`config.mk`:
```
export PLATFORM = sky130hd
export DESIGN_NAME = hazard_scoreboard
export DESIGN_NICKNAME = d
export VERILOG_FILES = /design/src/rtl/hazard_scoreboard_pkg.sv /design/src/rtl/hazard_match.sv /design/src/rtl/hazard_scoreboard.sv
export SDC_FILE = /design/constraint.sdc
export NUM_CORES = 1
export LEC_CHECK = 0
export BUFFER_PORTS_ARGS = -buffer_cell sky130_fd_sc_hd__buf_2
export CAP_MARGIN = 20
export CORE_UTILIZATION = 45
export CTS_BUF_LIST = sky130_fd_sc_hd__clkbuf_4 sky130_fd_sc_hd__clkbuf_8
export CTS_CLUSTER_SIZE = 16
export DETAILED_ROUTE_END_ITERATION = 10
export MAX_ROUTING_LAYER = met4
export PLACE_DENSITY = 0.78
export SYNTH_ARGS = -nofsm -noshare
export SYNTH_HDL_FRONTEND = slang
export SYNTH_SLANG_ARGS = --single-unit
```
`constraint.sdc`:
```
create_clock -name clock -period 4.7 [get_ports clock]
set_input_delay 0.235 -clock clock [delete_from_list [all_inputs] [get_ports clock]]
set_output_delay 0.235 -clock clock [all_outputs]
set_load 0.01 [all_outputs]
```
`src/rtl/hazard_scoreboard_pkg.sv`:
```
// Shared types and constants for the decode-stage hazard scoreboard.
// Entry dst is stored at SB_ADDR_MAX bits; narrower register addresses are zero-extended.
package hazard_scoreboard_pkg;

  localparam int SB_ADDR_MAX = 8;
  localparam int IDX_W       = 2;
  localparam int FWD_W       = 3;

  localparam logic [2:0] DEF_JR_OPCODE = 3'b111;
  localparam logic [2:0] DEF_LD_OPCODE = 3'b010;

  localparam logic [FWD_W-1:0] FWD_REGFILE = 3'd0;

  typedef struct packed {
    logic                   valid;
    logic                   is_load;
    logic [SB_ADDR_MAX-1:0] dst;
  } sb_entry_t;

  // Tracked stage k is reported as k+1 so that 0 can mean "register file".
  function automatic logic [FWD_W-1:0] fwd_from_stage(input logic [IDX_W-1:0] idx);
    return FWD_W'(idx) + 3'd1;
  endfunction

endpackage

```
`src/rtl/hazard_match.sv`:
```
// Compares one decode source against every tracked writer and reports
// the per-entry match vector plus the index of the youngest match.
module hazard_match
  import hazard_scoreboard_pkg::*;
#(
  parameter int DEPTH = 2
) (
  input  logic                              issue_valid,
  input  logic                              src_used,
  input  logic [SB_ADDR_MAX-1:0]            src,
  input  logic [DEPTH-1:0]                  entry_valid,
  input  logic [DEPTH-1:0][SB_ADDR_MAX-1:0] entry_dst,
  output logic [DEPTH-1:0]                  match,
  output logic [IDX_W-1:0]                  youngest
);

  for (genvar gi = 0; gi < DEPTH; gi++) begin : g_cmp
    assign match[gi] = issue_valid & src_used & entry_valid[gi] & (entry_dst[gi] == src);
  end

  // Scan oldest to youngest so the lowest matching index wins.
  always_comb begin
    youngest = '0;
    for (int k = DEPTH - 1; k >= 0; k--) begin
      if (match[k]) youngest = IDX_W'(k);
    end
  end

endmodule

```
`src/rtl/hazard_scoreboard.sv`:
```
// Decode-stage hazard scoreboard: tracks in-flight writers, raises load-use and
// jump-register stalls, selects forwarding sources and counts stall cycles.
module hazard_scoreboard
  import hazard_scoreboard_pkg::*;
#(
  parameter int              ADDR_W    = 4,
  parameter int              OP_W      = 3,
  parameter int              DEPTH     = 2,
  parameter logic [OP_W-1:0] JR_OPCODE = {OP_W{1'b1}},
  parameter logic [OP_W-1:0] LD_OPCODE = OP_W'(DEF_LD_OPCODE)
) (
  input  logic              clock,
  input  logic              reset,
  input  logic              issue_valid,
  input  logic [OP_W-1:0]   issue_opcode,
  input  logic [ADDR_W-1:0] issue_src1,
  input  logic [ADDR_W-1:0] issue_src2,
  input  logic              issue_src1_used,
  input  logic              issue_src2_used,
  input  logic              issue_wr_en,
  input  logic [ADDR_W-1:0] issue_dst,
  input  logic              flush,
  output logic              stall,
  output logic [2:0]        fwd_sel1,
  output logic [2:0]        fwd_sel2,
  output logic [15:0]       stall_cycles
);

  sb_entry_t [DEPTH-1:0]              entries_reg;
  sb_entry_t [DEPTH-1:0]              entries_next;
  sb_entry_t                          new_entry;
  logic [15:0]                        stall_count_reg;
  logic [DEPTH-1:0]                   entry_valid;
  logic [DEPTH-1:0][SB_ADDR_MAX-1:0]  entry_dst;
  logic [SB_ADDR_MAX-1:0]             src1_ext;
  logic [SB_ADDR_MAX-1:0]             src2_ext;
  logic [DEPTH-1:0]                   match1;
  logic [DEPTH-1:0]                   match2;
  logic [IDX_W-1:0]                   young1;
  logic [IDX_W-1:0]                   young2;
  logic                               run;
  logic                               load_use;
  logic                               jr_hazard;

  for (genvar gi = 0; gi < DEPTH; gi++) begin : g_unpack
    assign entry_valid[gi] = entries_reg[gi].valid;
    assign entry_dst[gi]   = entries_reg[gi].dst;
  end

  assign src1_ext = SB_ADDR_MAX'(issue_src1);
  assign src2_ext = SB_ADDR_MAX'(issue_src2);

  hazard_match #(.DEPTH(DEPTH)) u_match1 (
    .issue_valid (issue_valid),
    .src_used    (issue_src1_used),
    .src         (src1_ext),
    .entry_valid (entry_valid),
    .entry_dst   (entry_dst),
    .match       (match1),
    .youngest    (young1)
  );

  hazard_match #(.DEPTH(DEPTH)) u_match2 (
    .issue_valid (issue_valid),
    .src_used    (issue_src2_used),
    .src         (src2_ext),
    .entry_valid (entry_valid),
    .entry_dst   (entry_dst),
    .match       (match2),
    .youngest    (young2)
  );

  // Reset and flush both silence every hazard output in the same cycle.
  assign run       = reset & ~flush;
  assign load_use  = (match1[0] | match2[0]) & entries_reg[0].is_load;
  assign jr_hazard = (issue_opcode == JR_OPCODE) & (|match2);
  assign stall     = run & (load_use | jr_hazard);

  assign fwd_sel1 = (run & ~stall & (|match1)) ? fwd_from_stage(young1) : FWD_REGFILE;
  assign fwd_sel2 = (run & ~stall & (|match2)) ? fwd_from_stage(young2) : FWD_REGFILE;

  always_comb begin
    new_entry.valid   = issue_valid & issue_wr_en & ~stall;
    new_entry.is_load = (issue_opcode == LD_OPCODE);
    new_entry.dst     = SB_ADDR_MAX'(issue_dst);
  end

  // Age every entry by one slot; the oldest falls off the end.
  always_comb begin
    entries_next    = entries_reg << $bits(sb_entry_t);
    entries_next[0] = new_entry;
    if (flush) entries_next = '0;
  end

  always_ff @(posedge clock) begin
    if (!reset) begin
      entries_reg     <= '0;
      stall_count_reg <= '0;
    end else begin
      entries_reg <= entries_next;
      if (stall && stall_count_reg != 16'hFFFF) stall_count_reg <= stall_count_reg + 16'd1;
    end
  end

  assign stall_cycles = stall_count_reg;

endmodule

```
# Word level (Yosys, flattened, before mapping)
# Index checks and enable logic that the tools add are counted.
# Widths: inputs -> output; s select.
# totals
output_inout_bits	23
ff_bits	35
mem_count	0
in_bits	22
latch_bits	0
mem_bits_ro	0
ram_bits	0
# classes
eq_ne	7
mux	6
n_div	0
order_cmp	0
shift	0
bitwise_logic	24
n_mul	0
n_addsub	3
n_reduce_logical	4
# op_table
op	count
$eq 8x4->1	4
$and 1x1->1	19
$add 16x1->16 const B	1
$ne 16x16->1 const B	1
$add 2x1->3 const B	2
$mux 3	2
$reduce_or 2->1	3
$mux 1	4
$eq 3x2->1 const B	1
$eq 3x3->1 const B	1
$not 1->1	3
$or 1x1->1	2
$logic_and 1x1->1	1

# Depth between registers and ports, before layout
# Gate-level depths: netlist of run 1.
# depth
depth_word	11
depth_mapped	9

# By module
# Synthesis of run 1 repeated with hierarchy kept, for this count alone.
# hier_totals
cells_unflattened	191
area_unflattened_um2	1704.1
# by_module_without_submodules
module	n_inst	seq_area_each_um2	cells_each	area_per_inst_um2
hazard_scoreboard	1	540.5	137	1273.7
hazard_match	2	0.0	27	215.2

# Worst setup path before layout of run 1
# Ideal clock, no wire load.
# synth_timing
kind	register -> register
from	reg stall_count_reg[0] (netlist: stall_cycles[0])
to	reg stall_count_reg[14] (netlist: stall_cycles[14])
slack_ns	2.796
path_stages_with_launch	6
arrival_time_ns	1.832
required_ns	4.628
period_less_slack_ns	1.904
path_cell_list	dfxtp_1 -> ha_1 -> nand3_1 -> or4b_2 -> nor3_1 -> mux2i_1
# synth_via
elab_chain_len	2
word_cells_on_any_way	3
cone_classes	1 x add/sub; 1 x eq/ne; 1 x reduce/logical
# synth_lines
element	line_no	text
start: declaration	hazard_scoreboard.sv:32	logic [15:0] stall_count_reg;
start signal: assignment	hazard_scoreboard.sv:101	if (stall && stall_count_reg != 16'hFFFF) stall_count_reg <= stall_count_reg + 16'd1;
branches (longest 2 deep; another with $add 16x1->16)	n/a	
# Several ways; the timed one is not identified.
# A chain may end at the register's enable or synchronous reset.

# Worst setup path in the final report of run 1
# layout_timing
from	reg entries_reg[3] in the netlist's numbering
to	out fwd_sel2[0]
# layout_via
elab_chain_len	10
word_cells_on_any_way	16
cone_classes	1 x add/sub; 2 x eq/ne; 2 x mux; 10 x bitwise; 1 x reduce/logical
# layout_lines
element	line_no	text
start: declaration	hazard_scoreboard.sv:29	sb_entry_t [DEPTH-1:0] entries_reg;
start signal: assignment	hazard_scoreboard.sv:100	entries_reg <= entries_next;
$eq 8x4->1	hazard_match.sv:18	assign match[gi] = issue_valid & src_used & entry_valid[gi] & (entry_dst[gi] == src);
$and 1x1->1	hazard_match.sv:18	
$or 1x1->1 / $reduce_or 2->1 (equally long branches)	hazard_scoreboard.sv:75, hazard_scoreboard.sv:76, hazard_scoreboard.sv:80	
$and 1x1->1 (on tied branches)	hazard_scoreboard.sv:75, hazard_scoreboard.sv:76	
$or 1x1->1	hazard_scoreboard.sv:77	assign stall = run & (load_use | jr_hazard);
$and 1x1->1	hazard_scoreboard.sv:77	
$not 1->1	hazard_scoreboard.sv:80	assign fwd_sel2 = (run & ~stall & (|match2)) ? fwd_from_stage(young2) : FWD_REGFILE;
$and 1x1->1 (2 in series)	hazard_scoreboard.sv:80	
$mux 3 (*)	hazard_scoreboard.sv:80	
end: declaration	hazard_scoreboard.sv:25	output logic [2:0] fwd_sel2,
# Mark *: on every way between the ends. The rest lies on a longest branch, timed or not.

==> results of run 1 <==
-- worst register-to-register path, stage by stage, from the launching register on --
cell,delay (ns)
sky130_fd_sc_hd__dfxtp_1,0.40
sky130_fd_sc_hd__xnor2_1,0.13
sky130_fd_sc_hd__nand3_1,0.26
sky130_fd_sc_hd__o32ai_4,0.43
sky130_fd_sc_hd__o21ai_2,0.27
sky130_fd_sc_hd__or4_1,0.47
sky130_fd_sc_hd__a21oi_1,0.14
-- metrics by stage --
stage | std cells | total power [uW] | util | cell area [sq um] | hold slack [ns]
6_report | 253 | 376 | 0.558 | 1730 | 0.0724
5_1_grt | 253 | 393 | 0.558 | 1730 | 0.0584
4_1_cts | 253 | 379 | 0.558 | 1730 | 0.0641
3_5_place_dp | 249 | 276 | 0.548 | 1700 | 0.420
3_3_place_gp | 249 | 276 | 0.548 | 1700 | 0.418
2_1_floorplan | 169 | 261 | - | 1490 | 0.312
-- cells in the final DEF, fill, tap and decap left out, types with 3 or more instances in the layout --
master                      n
sky130_fd_sc_hd__or4_1      5
sky130_fd_sc_hd__inv_1      7
sky130_fd_sc_hd__a21oi_1   11
sky130_fd_sc_hd__clkbuf_4   4
sky130_fd_sc_hd__or3_1     10
sky130_fd_sc_hd__nor2_1     6
sky130_fd_sc_hd__nor3_1     7
sky130_fd_sc_hd__nand3_1   14
sky130_fd_sc_hd__o21ai_0    8
sky130_fd_sc_hd__xor2_1     5
sky130_fd_sc_hd__nand4_1    3
sky130_fd_sc_hd__buf_2     42
sky130_fd_sc_hd__and3_1     3
sky130_fd_sc_hd__and2_1     9
sky130_fd_sc_hd__nand2_1   10
sky130_fd_sc_hd__mux2i_1    3
sky130_fd_sc_hd__o31ai_1    5
sky130_fd_sc_hd__xnor2_1   11
sky130_fd_sc_hd__dfxtp_1   27
-- power by group through the flow --
stage	sequential (uW)	combinational [uW]	clock, uW
2_1_floorplan	238	22.5	0
3_3_place_gp	239	37.0	0
3_5_place_dp	239	37.4	0
4_1_cts	234	37.6	108
5_1_grt	234	40.9	118
6_report	234	37.4	105
-- kinds of logic (layout without fill, tap and decap cells) --
kind of cell,count (synthesis),count (layout)
multiplexers,3,3
flip-flops,27,27
AND/OR/NAND/NOR,75,75
buffers and inverters,13,53
other,1,2
AO/OA/AOI/OAI,31,31
XOR/XNOR,17,17
adder cells (fa/ha/maj),1,1
-- cell type report --
class,instances,area [sq um],share of cell area
inverters,7,26.3,0.0152
repair buffers,42,210,0.121
clock buffers,4,30.0,0.0173
flip-flops and latches,27,541,0.312
well taps,44,55.1,0.0318
multi-input cells,129,870,0.502
-- per-layer routing --
layer,part of all wire,up-vias
met5,0,-
met4,0.0057,0
met3,0.054,2
met2,0.45,40
met1,0.49,591
li1,-,684
-- worst max path at each step --
stage                                  end       startpoint  cells after the start
final                          fwd_sel2[0]   entries_reg[3]                      7
after global routing           fwd_sel1[0]   entries_reg[0]                      7
after CTS                      fwd_sel2[0]   entries_reg[3]                      7
after detailed placement  stall_cycles[10]    issue_src2[0]                      7
after global placement    stall_cycles[15]            reset                      6
after floorplan           stall_cycles[14]  stall_cycles[0]                      5
==> impl_summary.log, run 1 <==
[metrics] core region area: 0.00310 sq mm
[metrics] post-synthesis instance area: 0.00149 sq mm
[metrics] CP Buf/Inv Count: 1
[metrics] depth of the most critical reg-to-reg path: 6
[metrics] setup repair after global routing missed its margin: no
[metrics] total of buffers placed on input and output ports: 42
[metrics] switching power of the nets: 89.1 uW
[metrics] power per unit of standard cell area: about 220 mW/mm^2
[metrics] count of unique library cells instantiated by Yosys: 37
[metrics] result of the run: finished, final reports clean
[metrics] Largest register FFs: 16
[metrics] initial standard-cell utilization of the core: 0.479
[metrics] synth-to-layout area growth: 16.5%
[metrics] largest family of logic cells by synthesized area: simple AND/OR/NAND/NOR gates
[metrics] flip-flop and latch count after synthesis: 27
[metrics] Hold Path Cell Cnt: 2
[metrics] capture endpoint of the worst hold path: entries_reg[8]
[metrics] H-tree depth: 1
[metrics] number of buffers on the longest clock path: 2
[metrics] Yosys warnings: 0
[metrics] Critical Path Max Stage Delay: 0.43 ns
[metrics] final count of negative-setup-slack endpoints: 0
[metrics] DIE AREA: 0.00354 sq mm
[metrics] GRT Max-Usage Layer: met2
[metrics] actual transition at the worst max-transition pin: between 0.6 and 0.7 ns
[metrics] antenna violations before repair: 0
[metrics] static leakage: 0.000662 uW
[metrics] most area-hungry cell type in the Yosys netlist: sky130_fd_sc_hd__dfxtp_1
[metrics] sequential share of the synthesized area: 0.364
[metrics] share of the synthesized area in the top cell type: 0.364
[metrics] path type of the worst setup path: register to primary output
[metrics] maximum number of pins on one net before global-route repair: 22
[metrics] first-pass GRT wire length: 4690 microns
[metrics] proportion of layout cells with a drive suffix above 1: 0.263
[metrics] minimum setup slack in the final design: 2.41 ns
[metrics] f_max: ~440 MHz
[metrics] Register-to-Register Setup Slack: roughly 2.5 ns
[metrics] power share of the combinational group: 0.099
[metrics] crit path launch type: register
[metrics] number of global-route vias before repair: 1,069
[metrics] number of enable-type register cells in the synthesized netlist: 0
[metrics] min Tclk post-route: 2.29 ns
[metrics] Synth Area in Compound Gates: 0.154
[metrics] via count of the routed design: ~1.3k
[metrics] routed length per instance: ~12 microns
[metrics] number of max-cap violations: 0
[metrics] Post-CTS Setup Repair Bufs: 0
[metrics] Gates resized, CTS repair: 0
[metrics] Relative slew margins: 0.553
[metrics] number of rows created at floorplan: 20
[metrics] xor/xnor share of the synthesized area: 0.105
[metrics] series of cell instances along the critical path: xnor2_1 > nand3_1 > o32ai_4 > nor2_1 > nand2_1 > nor3_1 > buf_2
[metrics] Post-route DRC: 0
[metrics] standard cell with the maximum stage delay on the critical path: sky130_fd_sc_hd__o32ai_4
[metrics] clock latency on the worst-skew pair: 0.32 ns
[metrics] reg2reg end: stall_cycles[10]
[metrics] number of CTS-inserted buffers: 3
[metrics] number of hold buffers added after cts: 0
[metrics] Crit Path Max Fanout: 5
[metrics] Worst Skew: 0.00198 ns
[metrics] floorplan die height: 59.5 microns
[metrics] ANT cells: 0
[metrics] Sinks on Clock Net: 27
[metrics] data arrival time at the worst-slack endpoint: 2.06 ns
[metrics] TritonCTS clock tree: built
[metrics] Horiz. Die Dim: a little under 60 microns
[metrics] Max Slew Vio Count: 0
[metrics] routed via count divided by cell count: between 5 and 6
[metrics] final sum of negative setup slack: 0 ns
[metrics] initial DRC count: 40
[metrics] leading post-synthesis cells by instance count: sky130_fd_sc_hd__dfxtp_1, sky130_fd_sc_hd__nand3_1, sky130_fd_sc_hd__a21oi_1, sky130_fd_sc_hd__xnor2_1
[metrics] Peak supply drop: 0.163 mV
[metrics] final worst-path cycle share: 0.488
[metrics] internal portion of total power: 287 uW
[metrics] count of final hold-check violations: 0
[metrics] hold crit path type: input port to register
[metrics] count of antenna-violating nets left after detailed routing: 0
[metrics] main flop type after synthesis: sky130_fd_sc_hd__dfxtp_1
[metrics] mux share of post-synthesis cell area: 0.0202
[metrics] CP top delay family: simple AND/OR/NAND/NOR gates
[metrics] met1 global-route usage: 0.247
[metrics] FILL cells: 328
[metrics] remaining global-route overflow: 0
[metrics] cell at the root of the clock tree: sky130_fd_sc_hd__clkbuf_4
[metrics] ys async rst share: 0
[metrics] met2 GRT Util: 0.266
[metrics] Min-Delay Startpoint: issue_opcode[0]
[metrics] syn avg cell area: ~9 sq um
[metrics] Pre-Repair DR Iteration Count: 4
[metrics] GR Util met3: 0.0349
[metrics] synth top area cells: sky130_fd_sc_hd__dfxtp_1, sky130_fd_sc_hd__xnor2_1, sky130_fd_sc_hd__nand3_1, sky130_fd_sc_hd__or3_1, sky130_fd_sc_hd__and2_1
[metrics] number of instances in the synthesized netlist: between 150 and 200
[metrics] worst path required time: about 4.5 ns
[metrics] cell with the most instances after synthesis: sky130_fd_sc_hd__dfxtp_1
[metrics] Switching Share: 0.237
[metrics] Post-Synth Adder-Cell Area: 0.00842
[metrics] all-layer global routing usage: 0.178
[metrics] Post-Place Setup Slack: 2.57 ns
[metrics] Setup crit end kind: primary output
[metrics] half-perimeter wire length after detailed placement: 2300 microns
[metrics] count of pins on the block boundary: 45
[metrics] simple-gate share of the synthesized area: 0.292
[metrics] wirelength, routed: 2970 microns
[metrics] Clk pwr share: 0.280
[metrics] final estimated routing congestion in global placement: about 0.83
[metrics] part of the total power dissipated in sequential elements: 0.621
[metrics] clock slew at reported path FFs: 0.14 ns
[metrics] reg-to-reg startpoint: entries_reg[3]
[metrics] final net count: 233
(Power assumes the default switching activity.)
==> run 2: changes to the inputs <==
- clock period: 4.7 -> 2.3 ns (I/O delays scaled with it)
==> run 2 against run 1 <==
Combinational power rose by 130%. Global-route usage rose by 1.7 points. Sequential cell count did not move. Wire length up 6.7%. Largest power group unchanged.
==> impl_summary.log, run 2 (synthesis results as in run 1) <==
[metrics] count of antenna-violating nets left after detailed routing: 0 (unchanged)
[metrics] setup repair after global routing missed its margin: no
[metrics] series of cell instances along the critical path: dlygate4sd3_1 > buf_2 > nand3_1 > or3_1 > o32ai_4 > o21ai_2 > or4_1 > a21oi_1
[metrics] ANT cells: 0 (unchanged)
[metrics] maximum number of pins on one net before global-route repair: 22 (unchanged)
[metrics] all-layer global routing usage: 0.195 (+0.0165)
[metrics] half-perimeter wire length after detailed placement: 2380 microns (+3.4%)
[metrics] routed via count divided by cell count: 5.26 (+0.96%)
[metrics] wirelength, routed: 3170 microns (+6.7%)
[metrics] Pre-Repair DR Iteration Count: 4 (unchanged)
[metrics] total of buffers placed on input and output ports: 42 (unchanged)
[metrics] static leakage: 0.000706 uW (+6.7%)
[metrics] final count of negative-setup-slack endpoints: 0 (unchanged)
[metrics] Relative slew margins: 0.575 (+0.0221)
[metrics] path type of the worst setup path: input port to register
[metrics] number of max-cap violations: 0 (unchanged)
[metrics] most common library cell in the layout ignoring fill and taps: sky130_fd_sc_hd__buf_2
[metrics] worst path required time: 2.55 ns (-1.92 ns)
[metrics] remaining global-route overflow: 0 (unchanged)
[metrics] f_max: about 460 MHz
[metrics] final estimated routing congestion in global placement: 0.828 (-0.56%)
[metrics] hold crit path type: input port to register
[metrics] Crit Path Max Fanout: 21 (+16)
[metrics] floorplan die height: 59.5 microns (unchanged)
[metrics] antenna violations before repair: 0 (unchanged)
[metrics] TritonCTS clock tree: built
[metrics] count of pins on the block boundary: 45 (unchanged)
[metrics] min Tclk post-route: approximately 2.2 ns
[metrics] number of CTS-inserted buffers: 3 (unchanged)
[metrics] clock latency on the worst-skew pair: 0.32 ns (about the same)
[metrics] clock slew at reported path FFs: 0.14 ns (about the same)
[metrics] Worst Skew: 0.0105 ns (+0.00857 ns)
[metrics] power per unit of standard cell area: 428 mW/mm^2 (+97%)
[metrics] synth-to-layout area growth: 22.6%
[metrics] final net count: 242 (+3.9%)
[metrics] H-tree depth: 1 (unchanged)
[metrics] number of buffers on the longest clock path: 2 (unchanged)
[metrics] number of global-route vias before repair: 1,169 (+9.4%)
[metrics] standard cell with the maximum stage delay on the critical path: sky130_fd_sc_hd__dlygate4sd3_1
[metrics] Post-route DRC: 0 (unchanged)
[metrics] Sinks on Clock Net: 27 (unchanged)
[metrics] core region area: 0.00310 sq mm (unchanged)
[metrics] Max Slew Vio Count: 0 (unchanged)
[metrics] cell at the root of the clock tree: sky130_fd_sc_hd__clkbuf_4
[metrics] first-pass GRT wire length: 5090 microns (+8.5%)
[metrics] final design utilization: 0.587 (+0.0290)
[metrics] Setup crit end kind: register
[metrics] number of rows created at floorplan: 20 (unchanged)
[metrics] count of final hold-check violations: 0 (unchanged)
[metrics] actual transition at the worst max-transition pin: 0.637 ns (-0.0332 ns)
[metrics] initial standard-cell utilization of the core: 0.479 (unchanged)
[metrics] highest-count cells in the layout ignoring fill and taps: sky130_fd_sc_hd__buf_2, sky130_fd_sc_hd__dfxtp_1, sky130_fd_sc_hd__nand3_1
[metrics] routed length per instance: 12.1 microns (+3.0%)
[metrics] Largest register FFs: 16 (unchanged)
[metrics] overall power of the completed layout: 779 uW (+110%)
[metrics] proportion of layout cells with a drive suffix above 1: 0.275 (+0.0121)
[metrics] result of the run: finished, final reports clean
[metrics] data arrival time at the worst-slack endpoint: 2.41 ns (+0.35 ns)
[metrics] Horiz. Die Dim: 59.5 microns (unchanged)
[metrics] initial DRC count: 37 (-7.5%)
[metrics] final sum of negative setup slack: 0 ns (unchanged)
[metrics] DIE AREA: 0.00354 sq mm (unchanged)
[metrics] via count of the routed design: 1,377 (+4.6%)
[metrics] final worst-path cycle share: 0.937
[metrics] crit path launch type: input port
[metrics] Peak supply drop: 0.305 mV (+87%)
[metrics] Critical Path Max Stage Delay: 0.52 ns (+0.09 ns)
## run 2: changes by cell type in the layout (fill, tap and decap cells not counted)
| cell | change |
|---|---|
| sky130_fd_sc_hd__dlygate4sd3_1 | +6 |
| sky130_fd_sc_hd__nor2_2 | +1 |
| sky130_fd_sc_hd__nand3_2 | +1 |
| sky130_fd_sc_hd__nor2_1 | -1 |
| sky130_fd_sc_hd__buf_4 | +3 |
| sky130_fd_sc_hd__nand3_1 | -1 |
## run 2: per-stage QoR
step	hold WS (ns)	cells	setup slack (ns)	area, sq um
after global placement	0.300	251	0.273	1720
after global routing	0.0103	262	0.0266	1820
after floorplan	0.192	169	0.396	1490
after detailed placement	0.297	251	0.170	1720
after CTS	0.0125	261	0.0846	1810
final	0.0208	262	0.145	1820
## run 2: final timing paths
path / start / to / slack, ns / cells past startpoint
min reg2reg: stall_cycles[8] / stall_cycles[8] / 0.52 / 2
max: issue_opcode[0] / stall_cycles[7] / 0.14 / 8
min: issue_wr_en / entries_reg[9] / 0.02 / 2
max reg2reg: entries_reg[0] / stall_cycles[15] / 0.18 / 7
## run 2: what timing repair did
item,CTS,global route
hold buffers,6,0
endpoints found under the setup margin,0,5
resized for setup,0,2
endpoints found under the hold margin,5,0
setup buffers,0,1
## run 2: area by class of cell
cell class	count	area [sq um]
multi-input cells	129	877
inverters	7	26.3
clock buffers	4	30.0
flip-flops and latches	27	541
repair buffers	51	293
well taps	44	55.1
fillers	299	1280
## run 2: power breakdown
| part | total, uW | internal [uW] | switching (uW) | leakage [uW] |
|---|---|---|---|---|
| clock network | 215 | 79.7 | 135 | 0.0000184 |
| registers | 477 | 473 | 4.64 | 0.000218 |
| logic | 87.4 | 41.9 | 45.5 | 0.000470 |
| total | 779 | 594 | 185 | 0.000706 |
## run 2: critical path: cells and delay by family
| family | cells | cell delay [ns] |
|---|---|---|
| AND/OR/NAND/NOR | 3 | 1.06 |
| buffers and inverters | 2 | 0.62 |
| AO/OA/AOI/OAI | 3 | 0.60 |
## run 2: layer usage
metal | wire (microns) | up-vias | GRT usage
li1 | - | 705 | -
met1 | 1500 | 626 | 0.263
met2 | 1480 | 44 | 0.294
met3 | 170 | 2 | 0.0393
met4 | 21 | 0 | 0.0544
met5 | 0 | - | -
==> run 3: changes to the inputs <==
- PLACE_DENSITY: 0.78 -> 0.77
==> run 3 against run 2 <==
Fmax grew 0.23%. Highest routed layer unchanged. Sequential power about the same. Die area unchanged. Clock power about the same.
==> impl_summary.log, run 3 (synthesis results as in run 1) <==
[metrics] initial DRC count: 37 (unchanged)
[metrics] clock slew at reported path FFs: 0.14 ns (about the same)
[metrics] Max Slew Vio Count: 0 (unchanged)
[metrics] clock latency on the worst-skew pair: 0.32 ns (about the same)
[metrics] setup repair after global routing missed its margin: yes
[metrics] switching power of the nets: 185 uW (about the same)
[metrics] final design utilization: 0.583 (-0.00403)
[metrics] final sum of negative setup slack: 0 ns (unchanged)
[metrics] H-tree depth: 1 (unchanged)
[metrics] Hold Path Cell Cnt: 2 (unchanged)
[metrics] number of buffers on the longest clock path: 2 (unchanged)
[metrics] part of the total power dissipated in sequential elements: 0.613 (about the same)
[metrics] ANT cells: 0 (unchanged)
[metrics] actual transition at the worst max-transition pin: 0.675 ns (+0.0382 ns)
[metrics] Horiz. Die Dim: 59.5 microns (unchanged)
[metrics] count of pins on the block boundary: 45 (unchanged)
[metrics] hold crit path type: input port to register
[metrics] crit path launch type: input port
[metrics] reg-to-reg startpoint: entries_reg[3]
[metrics] final worst-path cycle share: 0.935 (-0.00215)
[metrics] area of placed instances: 0.00172 sq mm (unchanged)
[metrics] maximum number of pins on one net before global-route repair: 22 (unchanged)
[metrics] wirelength, routed: 3200 microns (+1.1%)
[metrics] Largest register FFs: 16 (unchanged)
[metrics] Post-Place Setup Slack: 0.192 ns (+0.0224 ns)
[metrics] number of global-route vias before repair: 1,203 (+2.9%)
[metrics] capture endpoint of the worst hold path: entries_reg[9]
[metrics] Critical Path Max Stage Delay: 0.52 ns (about the same)
[metrics] data arrival time at the worst-slack endpoint: 2.41 ns (about the same)
[metrics] Switching Share: 0.237 (about the same)
[metrics] first-pass GRT wire length: 5230 microns (+2.9%)
[metrics] DIE AREA: 0.00354 sq mm (unchanged)
[metrics] Clk pwr share: 0.277 (+0.002)
[metrics] minimum setup slack in the final design: 0.150 ns (+0.00495 ns)
[metrics] Post-CTS Setup Repair Bufs: 0 (unchanged)
[metrics] floorplan die height: 59.5 microns (unchanged)
[metrics] min Tclk post-route: 2.15 ns (-0.00495 ns)
[metrics] count of final hold-check violations: 0 (unchanged)
[metrics] worst path required time: 2.56 ns (about the same)
[metrics] final count of negative-setup-slack endpoints: 0 (unchanged)
[metrics] internal portion of total power: 594 uW (about the same)
[metrics] standard cell with the maximum stage delay on the critical path: sky130_fd_sc_hd__dlygate4sd3_1
[metrics] Setup crit end kind: register
[metrics] number of rows created at floorplan: 20 (unchanged)
[metrics] most common library cell in the layout ignoring fill and taps: sky130_fd_sc_hd__buf_2
[metrics] Peak supply drop: 0.261 mV (-14%)
[metrics] TritonCTS clock tree: built
[metrics] Post-route DRC: 0 (unchanged)
[metrics] Crit Path Max Fanout: 21 (unchanged)
[metrics] area of all placed cells without fillers: 0.00181 sq mm (-0.69%)
[metrics] via count of the routed design: 1,347 (-2.2%)
[metrics] final net count: 241 (-0.41%)
[metrics] cell count after placement: 251 (unchanged)
[metrics] cell at the root of the clock tree: sky130_fd_sc_hd__clkbuf_4
[metrics] Min-Delay Startpoint: issue_wr_en
[metrics] remaining global-route overflow: 0 (unchanged)
[metrics] Register-to-Register Setup Slack: 0.17 ns (about the same)
[metrics] antenna violations before repair: 0 (unchanged)
[metrics] highest-count cells in the layout ignoring fill and taps: sky130_fd_sc_hd__buf_2, sky130_fd_sc_hd__dfxtp_1, sky130_fd_sc_hd__nand3_1
[metrics] final estimated routing congestion in global placement: 0.833 (+0.57%)
[metrics] total of buffers placed on input and output ports: 42 (unchanged)
[metrics] f_max: 465 MHz (+0.23%)
[metrics] reg2reg end: stall_cycles[7]
[metrics] number of max-cap violations: 0 (unchanged)
[metrics] proportion of layout cells with a drive suffix above 1: 0.267 (-0.00795)
[metrics] post-route non-filler standard cell count: 261 (-0.38%)
[metrics] power per unit of standard cell area: 431 mW/mm^2 (+0.67%)
[metrics] result of the run: finished, final reports clean
[metrics] number of CTS-inserted buffers: 3 (unchanged)
[metrics] power share of the combinational group: 0.111 (about the same)
[metrics] core region area: 0.00310 sq mm (unchanged)
[metrics] Relative slew margins: 0.550 (-0.0254)
[metrics] Worst Skew: 0.00683 ns (-0.00372 ns)
[metrics] static leakage: 0.000699 uW (-1.0%)
[metrics] count of antenna-violating nets left after detailed routing: 0 (unchanged)
[metrics] Pre-Repair DR Iteration Count: 4 (unchanged)
[metrics] initial standard-cell utilization of the core: 0.479 (unchanged)
[metrics] depth of the most critical reg-to-reg path: 6 (-1)
[metrics] series of cell instances along the critical path: dlygate4sd3_1 > buf_2 > nand3_1 > or3_1 > o32ai_4 > o21ai_2 > or4_1 > a21oi_1
[metrics] Sinks on Clock Net: 27 (unchanged)
[metrics] half-perimeter wire length after detailed placement: 2430 microns (+2.1%)
[metrics] routed via count divided by cell count: 5.16 (-1.8%)
[metrics] synth-to-layout area growth: 21.7%
[metrics] all-layer global routing usage: 0.201 (+0.00651)
[metrics] routed length per instance: 12.3 microns (+1.5%)
[metrics] path type of the worst setup path: input port to register
[run 3: cell types whose count changed in the layout (fill, tap and decap cells not counted)]
cell	change
sky130_fd_sc_hd__buf_4	-1
sky130_fd_sc_hd__nand2_1	-1
sky130_fd_sc_hd__nor2_1	+1
sky130_fd_sc_hd__nor2_2	-1
sky130_fd_sc_hd__nand2_2	+1
sky130_fd_sc_hd__nand3_2	-1
sky130_fd_sc_hd__nand3_1	+1
[run 3: worst max-delay path by stage]
stage                         start                to  slack (ns)
finish              issue_opcode[0]   stall_cycles[7]        0.15
global placement     entries_reg[1]   stall_cycles[8]        0.27
CTS                  entries_reg[3]       fwd_sel2[0]        0.15
detailed placement   entries_reg[3]  stall_cycles[10]        0.19
floorplan           stall_cycles[0]  stall_cycles[14]        0.40
global route        issue_opcode[0]   stall_cycles[7]      -0.004
[run 3: metal layers]
| layer | part of all wire | track usage | up-vias |
|---|---|---|---|
| met1 | 0.49 | 0.268 | 607 |
| met2 | 0.46 | 0.321 | 37 |
| met3 | 0.039 | 0.0197 | 5 |
| li1 | - | - | 698 |
| met4 | 0.012 | 0.0612 | 0 |
| met5 | 0 | - | - |
[run 3: timing repair]
action,in CTS,in global routing
endpoints found under the setup margin,0,3
resized for setup,0,1
hold endpoints to repair,5,0
hold buffers,6,0
[run 3: power groups by stage]
stage	logic (uW)	registers (uW)	clock network (uW)
5_1_grt	94.0	478	242
4_1_cts	86.0	477	223
6_report	86.2	477	216
2_1_floorplan	45.9	487	0
3_5_place_dp	79.0	488	0
3_3_place_gp	78.0	487	0
[run 3: worst max-delay path: cells and delay by family]
| kind | cells | cell delay [ns] |
|---|---|---|
| compound gates | 3 | 0.60 |
| simple gates | 3 | 1.07 |
| buf+inv | 2 | 0.63 |
[run 3: per-stage QoR]
stage          hold WS, ns  power [uW]
6_report            0.0220         779
5_1_grt             0.0240         814
4_1_cts             0.0262         787
3_5_place_dp         0.303         567
3_3_place_gp         0.300         565
2_1_floorplan        0.192         533
[run 3: layout make-up]
cell class              instances  area, sq um
fillers                       299         1290
well taps                      44         55.1
flip-flops and latches         27          541
clock buffers                   4         30.0
inverters                       7         26.3
multi-input cells             129          872
repair buffers                 50          285
